--- config.mk ---
export PLATFORM = sky130hd
export DESIGN_NAME = cpu_mc_controller
export DESIGN_NICKNAME = d
export VERILOG_FILES = /design/src/rtl/cpu_mc_pkg.sv /design/src/rtl/cpu_mc_timeout.sv /design/src/rtl/cpu_mc_controller.sv
export SDC_FILE = /design/constraint.sdc
export NUM_CORES = 1
export LEC_CHECK = 0
export CORE_ASPECT_RATIO = 0.5
export CORE_MARGIN = 4
export CORE_UTILIZATION = 35
export DETAILED_ROUTE_END_ITERATION = 6
export GPL_TIMING_DRIVEN = 0
export PLACE_DENSITY = 0.73
export REMOVE_ABC_BUFFERS = 1
export SLEW_MARGIN = 10
export SYNTH_ARGS = -nofsm -noshare
export SYNTH_HDL_FRONTEND = slang
export SYNTH_SLANG_ARGS = --single-unit
--- constraint.sdc ---
create_clock -name clk -period 5.9 [get_ports clk]
set_clock_uncertainty 0.05 [all_clocks]
set_input_delay 0.885 -clock clk [delete_from_list [all_inputs] [get_ports clk]]
set_output_delay 0.885 -clock clk [all_outputs]
set_load 0.02 [all_outputs]
--- src/rtl/cpu_mc_pkg.sv ---
// Shared encodings for the multicycle CPU controller: states, opcodes,
// ALU operation codes and datapath mux selects.
package cpu_mc_pkg;

    typedef enum logic [3:0] {
        S_IDLE,
        S_FETCH,
        S_DECODE,
        S_EXEC,
        S_ALUWB,
        S_MEMADR,
        S_IMMWB,
        S_MEMRD,
        S_MEMWB,
        S_MEMWR,
        S_BRANCH,
        S_JUMP,
        S_HALT
    } state_e;

    localparam logic [4:0] OP_ADD  = 5'b00000;
    localparam logic [4:0] OP_SUB  = 5'b00001;
    localparam logic [4:0] OP_AND  = 5'b00010;
    localparam logic [4:0] OP_OR   = 5'b00011;
    localparam logic [4:0] OP_SLT  = 5'b00100;
    localparam logic [4:0] OP_ADDI = 5'b01000;
    localparam logic [4:0] OP_LW   = 5'b10000;
    localparam logic [4:0] OP_SW   = 5'b10001;
    localparam logic [4:0] OP_BEQ  = 5'b11000;
    localparam logic [4:0] OP_J    = 5'b11100;
    localparam logic [4:0] OP_HALT = 5'b11111;

    localparam logic [3:0] ALU_AND = 4'b0000;
    localparam logic [3:0] ALU_OR  = 4'b0001;
    localparam logic [3:0] ALU_ADD = 4'b0010;
    localparam logic [3:0] ALU_SUB = 4'b0110;
    localparam logic [3:0] ALU_SLT = 4'b0111;

    localparam logic [1:0] PCSRC_ALU    = 2'b00;
    localparam logic [1:0] PCSRC_ALUOUT = 2'b01;
    localparam logic [1:0] PCSRC_JUMP   = 2'b10;

    localparam logic [1:0] SRCB_B     = 2'b00;
    localparam logic [1:0] SRCB_FOUR  = 2'b01;
    localparam logic [1:0] SRCB_IMM   = 2'b10;
    localparam logic [1:0] SRCB_IMMSH = 2'b11;

    // ALU operation for an R-type opcode; non-R-type falls back to ADD.
    function automatic logic [3:0] alu_for(input logic [4:0] op);
        logic [3:0] code;
        code = ALU_ADD;
        case (op)
            OP_SUB:  code = ALU_SUB;
            OP_AND:  code = ALU_AND;
            OP_OR:   code = ALU_OR;
            OP_SLT:  code = ALU_SLT;
            default: code = ALU_ADD;
        endcase
        return code;
    endfunction

endpackage

--- src/rtl/cpu_mc_timeout.sv ---
// Memory wait counter: flags the cycle on which a pending access has
// waited TIMEOUT cycles without memReady.
module cpu_mc_timeout #(
    parameter int unsigned TIMEOUT = 16
) (
    input  logic clk,
    input  logic reset,
    input  logic clr,
    input  logic en,
    output logic expired_c
);

    localparam int unsigned CNT_W = $clog2(TIMEOUT + 1);

    logic [CNT_W-1:0] cnt;

    always_ff @(posedge clk) begin
        if (reset || clr) begin
            cnt <= '0;
        end else if (en) begin
            cnt <= cnt + CNT_W'(1);
        end
    end

    // This wait cycle would bring the count to TIMEOUT.
    assign expired_c = en && (cnt == CNT_W'(TIMEOUT - 1));

endmodule

--- src/rtl/cpu_mc_controller.sv ---
// Multicycle control FSM: sequences fetch/decode/execute/memory/writeback
// against a req/ready memory, with sticky halt, bus-error and illegal flags.
module cpu_mc_controller
    import cpu_mc_pkg::*;
#(
    parameter int unsigned OPCODE_W = 5,
    parameter int unsigned ALUCTL_W = 4,
    parameter int unsigned TIMEOUT  = 16
) (
    input  logic                clk,
    input  logic                reset,
    input  logic [OPCODE_W-1:0] opcode,
    input  logic                zero,
    input  logic                memReady,
    output logic                memReq,
    output logic                memWrite,
    output logic                iord,
    output logic                irWrite,
    output logic                pcWrite,
    output logic [1:0]          pcSrc,
    output logic                aluSrcA,
    output logic [1:0]          aluSrcB,
    output logic [ALUCTL_W-1:0] aluControl,
    output logic                regDst,
    output logic                memToReg,
    output logic                regWrite,
    output logic                halted,
    output logic                busError,
    output logic                illegal
);

    state_e state;
    state_e state_nxt;
    logic   mem_state_c;
    logic   tmo_expired_c;
    logic   illegal_set_c;

    assign mem_state_c = (state == S_FETCH) || (state == S_MEMRD) || (state == S_MEMWR);

    cpu_mc_timeout #(
        .TIMEOUT (TIMEOUT)
    ) u_timeout (
        .clk       (clk),
        .reset     (reset),
        .clr       (!mem_state_c || memReady),
        .en        (mem_state_c && !memReady),
        .expired_c (tmo_expired_c)
    );

    // State register and sticky status flags.
    always_ff @(posedge clk) begin
        if (reset) begin
            state    <= S_IDLE;
            halted   <= 1'b0;
            busError <= 1'b0;
            illegal  <= 1'b0;
        end else begin
            state <= state_nxt;
            if (state_nxt == S_HALT) halted   <= 1'b1;
            if (tmo_expired_c)       busError <= 1'b1;
            if (illegal_set_c)       illegal  <= 1'b1;
        end
    end

    // Next state and Moore control decode.
    always_comb begin
        state_nxt     = state;
        illegal_set_c = 1'b0;
        memReq        = 1'b0;
        memWrite      = 1'b0;
        iord          = 1'b0;
        irWrite       = 1'b0;
        pcWrite       = 1'b0;
        pcSrc         = PCSRC_ALU;
        aluSrcA       = 1'b0;
        aluSrcB       = SRCB_B;
        aluControl    = '0;
        regDst        = 1'b0;
        memToReg      = 1'b0;
        regWrite      = 1'b0;

        case (state)
            S_IDLE: state_nxt = S_FETCH;

            S_FETCH: begin
                memReq     = 1'b1;
                pcSrc      = PCSRC_ALU;
                aluSrcB    = SRCB_FOUR;
                aluControl = ALU_ADD;
                if (memReady) begin
                    irWrite   = 1'b1;
                    pcWrite   = 1'b1;
                    state_nxt = S_DECODE;
                end else if (tmo_expired_c) begin
                    state_nxt = S_HALT;
                end
            end

            S_DECODE: begin
                aluSrcB    = SRCB_IMMSH;
                aluControl = ALU_ADD;
                case (opcode)
                    OP_ADD, OP_SUB, OP_AND, OP_OR, OP_SLT: state_nxt = S_EXEC;
                    OP_ADDI, OP_LW, OP_SW:                 state_nxt = S_MEMADR;
                    OP_BEQ:                                state_nxt = S_BRANCH;
                    OP_J:                                  state_nxt = S_JUMP;
                    OP_HALT:                               state_nxt = S_HALT;
                    default: begin
                        illegal_set_c = 1'b1;
                        state_nxt     = S_HALT;
                    end
                endcase
            end

            S_EXEC: begin
                aluSrcA    = 1'b1;
                aluSrcB    = SRCB_B;
                aluControl = alu_for(opcode);
                state_nxt  = S_ALUWB;
            end

            S_ALUWB: begin
                regWrite  = 1'b1;
                regDst    = 1'b1;
                state_nxt = S_FETCH;
            end

            S_MEMADR: begin
                aluSrcA    = 1'b1;
                aluSrcB    = SRCB_IMM;
                aluControl = ALU_ADD;
                case (opcode)
                    OP_LW:   state_nxt = S_MEMRD;
                    OP_SW:   state_nxt = S_MEMWR;
                    default: state_nxt = S_IMMWB;
                endcase
            end

            S_IMMWB: begin
                regWrite  = 1'b1;
                state_nxt = S_FETCH;
            end

            S_MEMRD: begin
                memReq = 1'b1;
                iord   = 1'b1;
                if (memReady)           state_nxt = S_MEMWB;
                else if (tmo_expired_c) state_nxt = S_HALT;
            end

            S_MEMWB: begin
                regWrite  = 1'b1;
                memToReg  = 1'b1;
                state_nxt = S_FETCH;
            end

            S_MEMWR: begin
                memReq   = 1'b1;
                memWrite = 1'b1;
                iord     = 1'b1;
                if (memReady)           state_nxt = S_FETCH;
                else if (tmo_expired_c) state_nxt = S_HALT;
            end

            S_BRANCH: begin
                aluSrcA    = 1'b1;
                aluSrcB    = SRCB_B;
                aluControl = ALU_SUB;
                pcSrc      = PCSRC_ALUOUT;
                pcWrite    = zero;
                state_nxt  = S_FETCH;
            end

            S_JUMP: begin
                pcSrc     = PCSRC_JUMP;
                pcWrite   = 1'b1;
                state_nxt = S_FETCH;
            end

            S_HALT: state_nxt = S_HALT;

            default: state_nxt = S_IDLE;
        endcase
    end

endmodule

==> metrics <==
status finished clean; Routed Antenna Nets 0; commonest non-fill, non-tap cell in the layout clkdlybuf4s50_1; sequential fraction of the synthesis area 21.6%; HPWL Detailed 1970 µm; CTS clk-pin slew, worst paths 50 ps; Final Critical Period 3930 ps; IO Count 29; largest net degree at the start of global routing 20; fraction of layout cells with a size suffix above 1 10.6%; TNS Setup 0 ps; Initial Util 36.7%; Mapped Cells 152; row cnt 14; DRC 0; # resized after CTS 0; synth warn 0; Via density 5.26; Root Buffer clkbuf_8; Primary FF master, synth dfxtp_1; Die Span X 87.7 µm; die area 0.00420 mm²; Num CTS Buffers 3; area share of the largest cell type after synthesis 21.6%; synthesized cell area 0.00111 mm²; cell taking the most area after synthesis dfxtp_1; Die Ht 47.9 µm; WL met1 1260 µm; DR WL met2 1190 µm; Cell Pwr Density 194 mW/mm²; Area Growth Syn to Fin 24.2%; H-tree level count 1; metal3 WL 149 µm; clock sinks 12; ys async rst share 0%; Max FO, Critical Path 11; CORE AREA 0.00303 mm²; post-CTS setup repair buffer count 0; Routed Wire Length 2610 µm; vias 1104; Worst setup SP type input pin; DP Area 0.00133 mm²; Finished Layout Cells 210; P_leak 0.534 nW; Setup Crit Path Kind input pin to output port; RSZ-0062 raised after global routing false; Rel. slew slack 55.2%; DRT Pass-1 Iters 4; CTS tree done; Netlist cell types 56; fin crit share 66.5%; DP Worst Slack 1980 ps; vias in the first global route 917; # diodes 0; Util after Layout 45.6%; most frequent cells in the layout clkdlybuf4s50_1, nor2_1, nand2_1; Routed WL per cell 12.4 µm; cts hold-fix bufs 0; Achievable Freq 0.255 GHz; first-pass GRT wire length 4230 µm; Final Setup Violations 0; Max Slew Vio Count 0; initial antenna violation count 0; grt total ovfl 0; count of final hold-check violations 0; VDD IR max 0.101 mV; worst min-delay path class flip-flop to flip-flop; gp weighted congestion 0.818; Placed Cells 206; Worst Path Required 4970 ps; Seq cells post-synth 12; port bufs 27; Overall Global Routing Usage 13.0%; Synth area leaders dfxtp_1, nor2_1, a21oi_1; Post-synth EDFFs 0; Mean Syn Cell Area 7.32 µm²; Arr. time, crit path 2990 ps; top sig layer met4; slack of the critical path 1970 ps; DR iter-0 viols 164; Setup crit end kind output port; Clock Path Buffers 2; worst-skew pair later-pin latency 240 ps; pin slew with the least headroom to its limit 671 ps; max_cap viols 0; post-route cell area 0.00138 mm²; fin nets 182
[power by group]
group | switching [W] | internal [W] | total, W
clock | 0.0000305 | 0.0000590 | 0.0000895
sequential | 0.0000110 | 0.0000842 | 0.0000951
combinational | 0.0000441 | 0.0000391 | 0.0000832
total | 0.0000856 | 0.000182 | 0.000268
[synth_stat cells (2+ instances only)]
cell type / count
nor2b_1: 3
buf_6: 3
nor2_1: 25
nor3_1: 3
nand2_1: 14
buf_4: 6
o21ai_0: 5
xnor2_1: 3
buf_2: 2
and3_1: 3
dfxtp_1: 12
ha_1: 2
nand2b_1: 6
nand3_1: 3
and2b_2: 2
a41oi_1: 2
and3_2: 2
a21oi_1: 11
o21ai_1: 4
inv_1: 4
or2_1: 2
[logic make-up (layout without fill, tap and decap cells)]
logic type / after synthesis / in the layout / share of synthesized area, %
XOR/XNOR: 4 / 4 / 3.15
AO/OA/AOI/OAI: 38 / 38 / 23.4
other: 1 / 1 / 0.337
buffers and inverters: 17 / 35 / 10.9
flip-flops: 12 / 12 / 21.6
AND/OR/NAND/NOR: 78 / 78 / 38.4
adder cells (fa/ha/maj): 2 / 2 / 2.25
[area by class of cell]
cell class	instances	area, µm²
fill	309	1650
multi-input combinational	123	751
timing repair buffer	27	270
sequential	12	240
clock buffer	4	55.1
tap	40	50.0
inverter	4	15.0
[registers in the layout, indices dropped and copies added (netlist names)]
register	count
busError	1
halted	1
illegal	1
u_timeout.cnt	5
state	4
[metal layers]
metal,vias to the layer above,GRT usage (%)
li1,564,-
met1,513,18.4
met2,25,20.2
met3,2,2.58
met4,0,3.67
met5,-,0
[through the flow]
step                      hold WS (ps)  power, W
after global placement             386  0.000179
after detailed placement           397  0.000180
after global routing               448  0.000283
after CTS                          412  0.000270
final                              402  0.000268
after floorplan                    368  0.000143
[path summary, 6_finish.rpt]
check                    from               end  slack [ps]  cells after the start
min reg2reg  u_timeout.cnt[0]  u_timeout.cnt[0]         400                      1
max reg2reg  u_timeout.cnt[0]            halted        3820                      7
min          u_timeout.cnt[0]  u_timeout.cnt[0]         400                      1
max                 opcode[4]     aluControl[1]        1970                      5
[critical path: stages]
cell and delay, ps:
clkdlybuf4s50_1 570, or4_1 610, nor3_2 190, a211o_1 130, clkdlybuf4s50_1 600
Power figures use the tool's default switching activity.
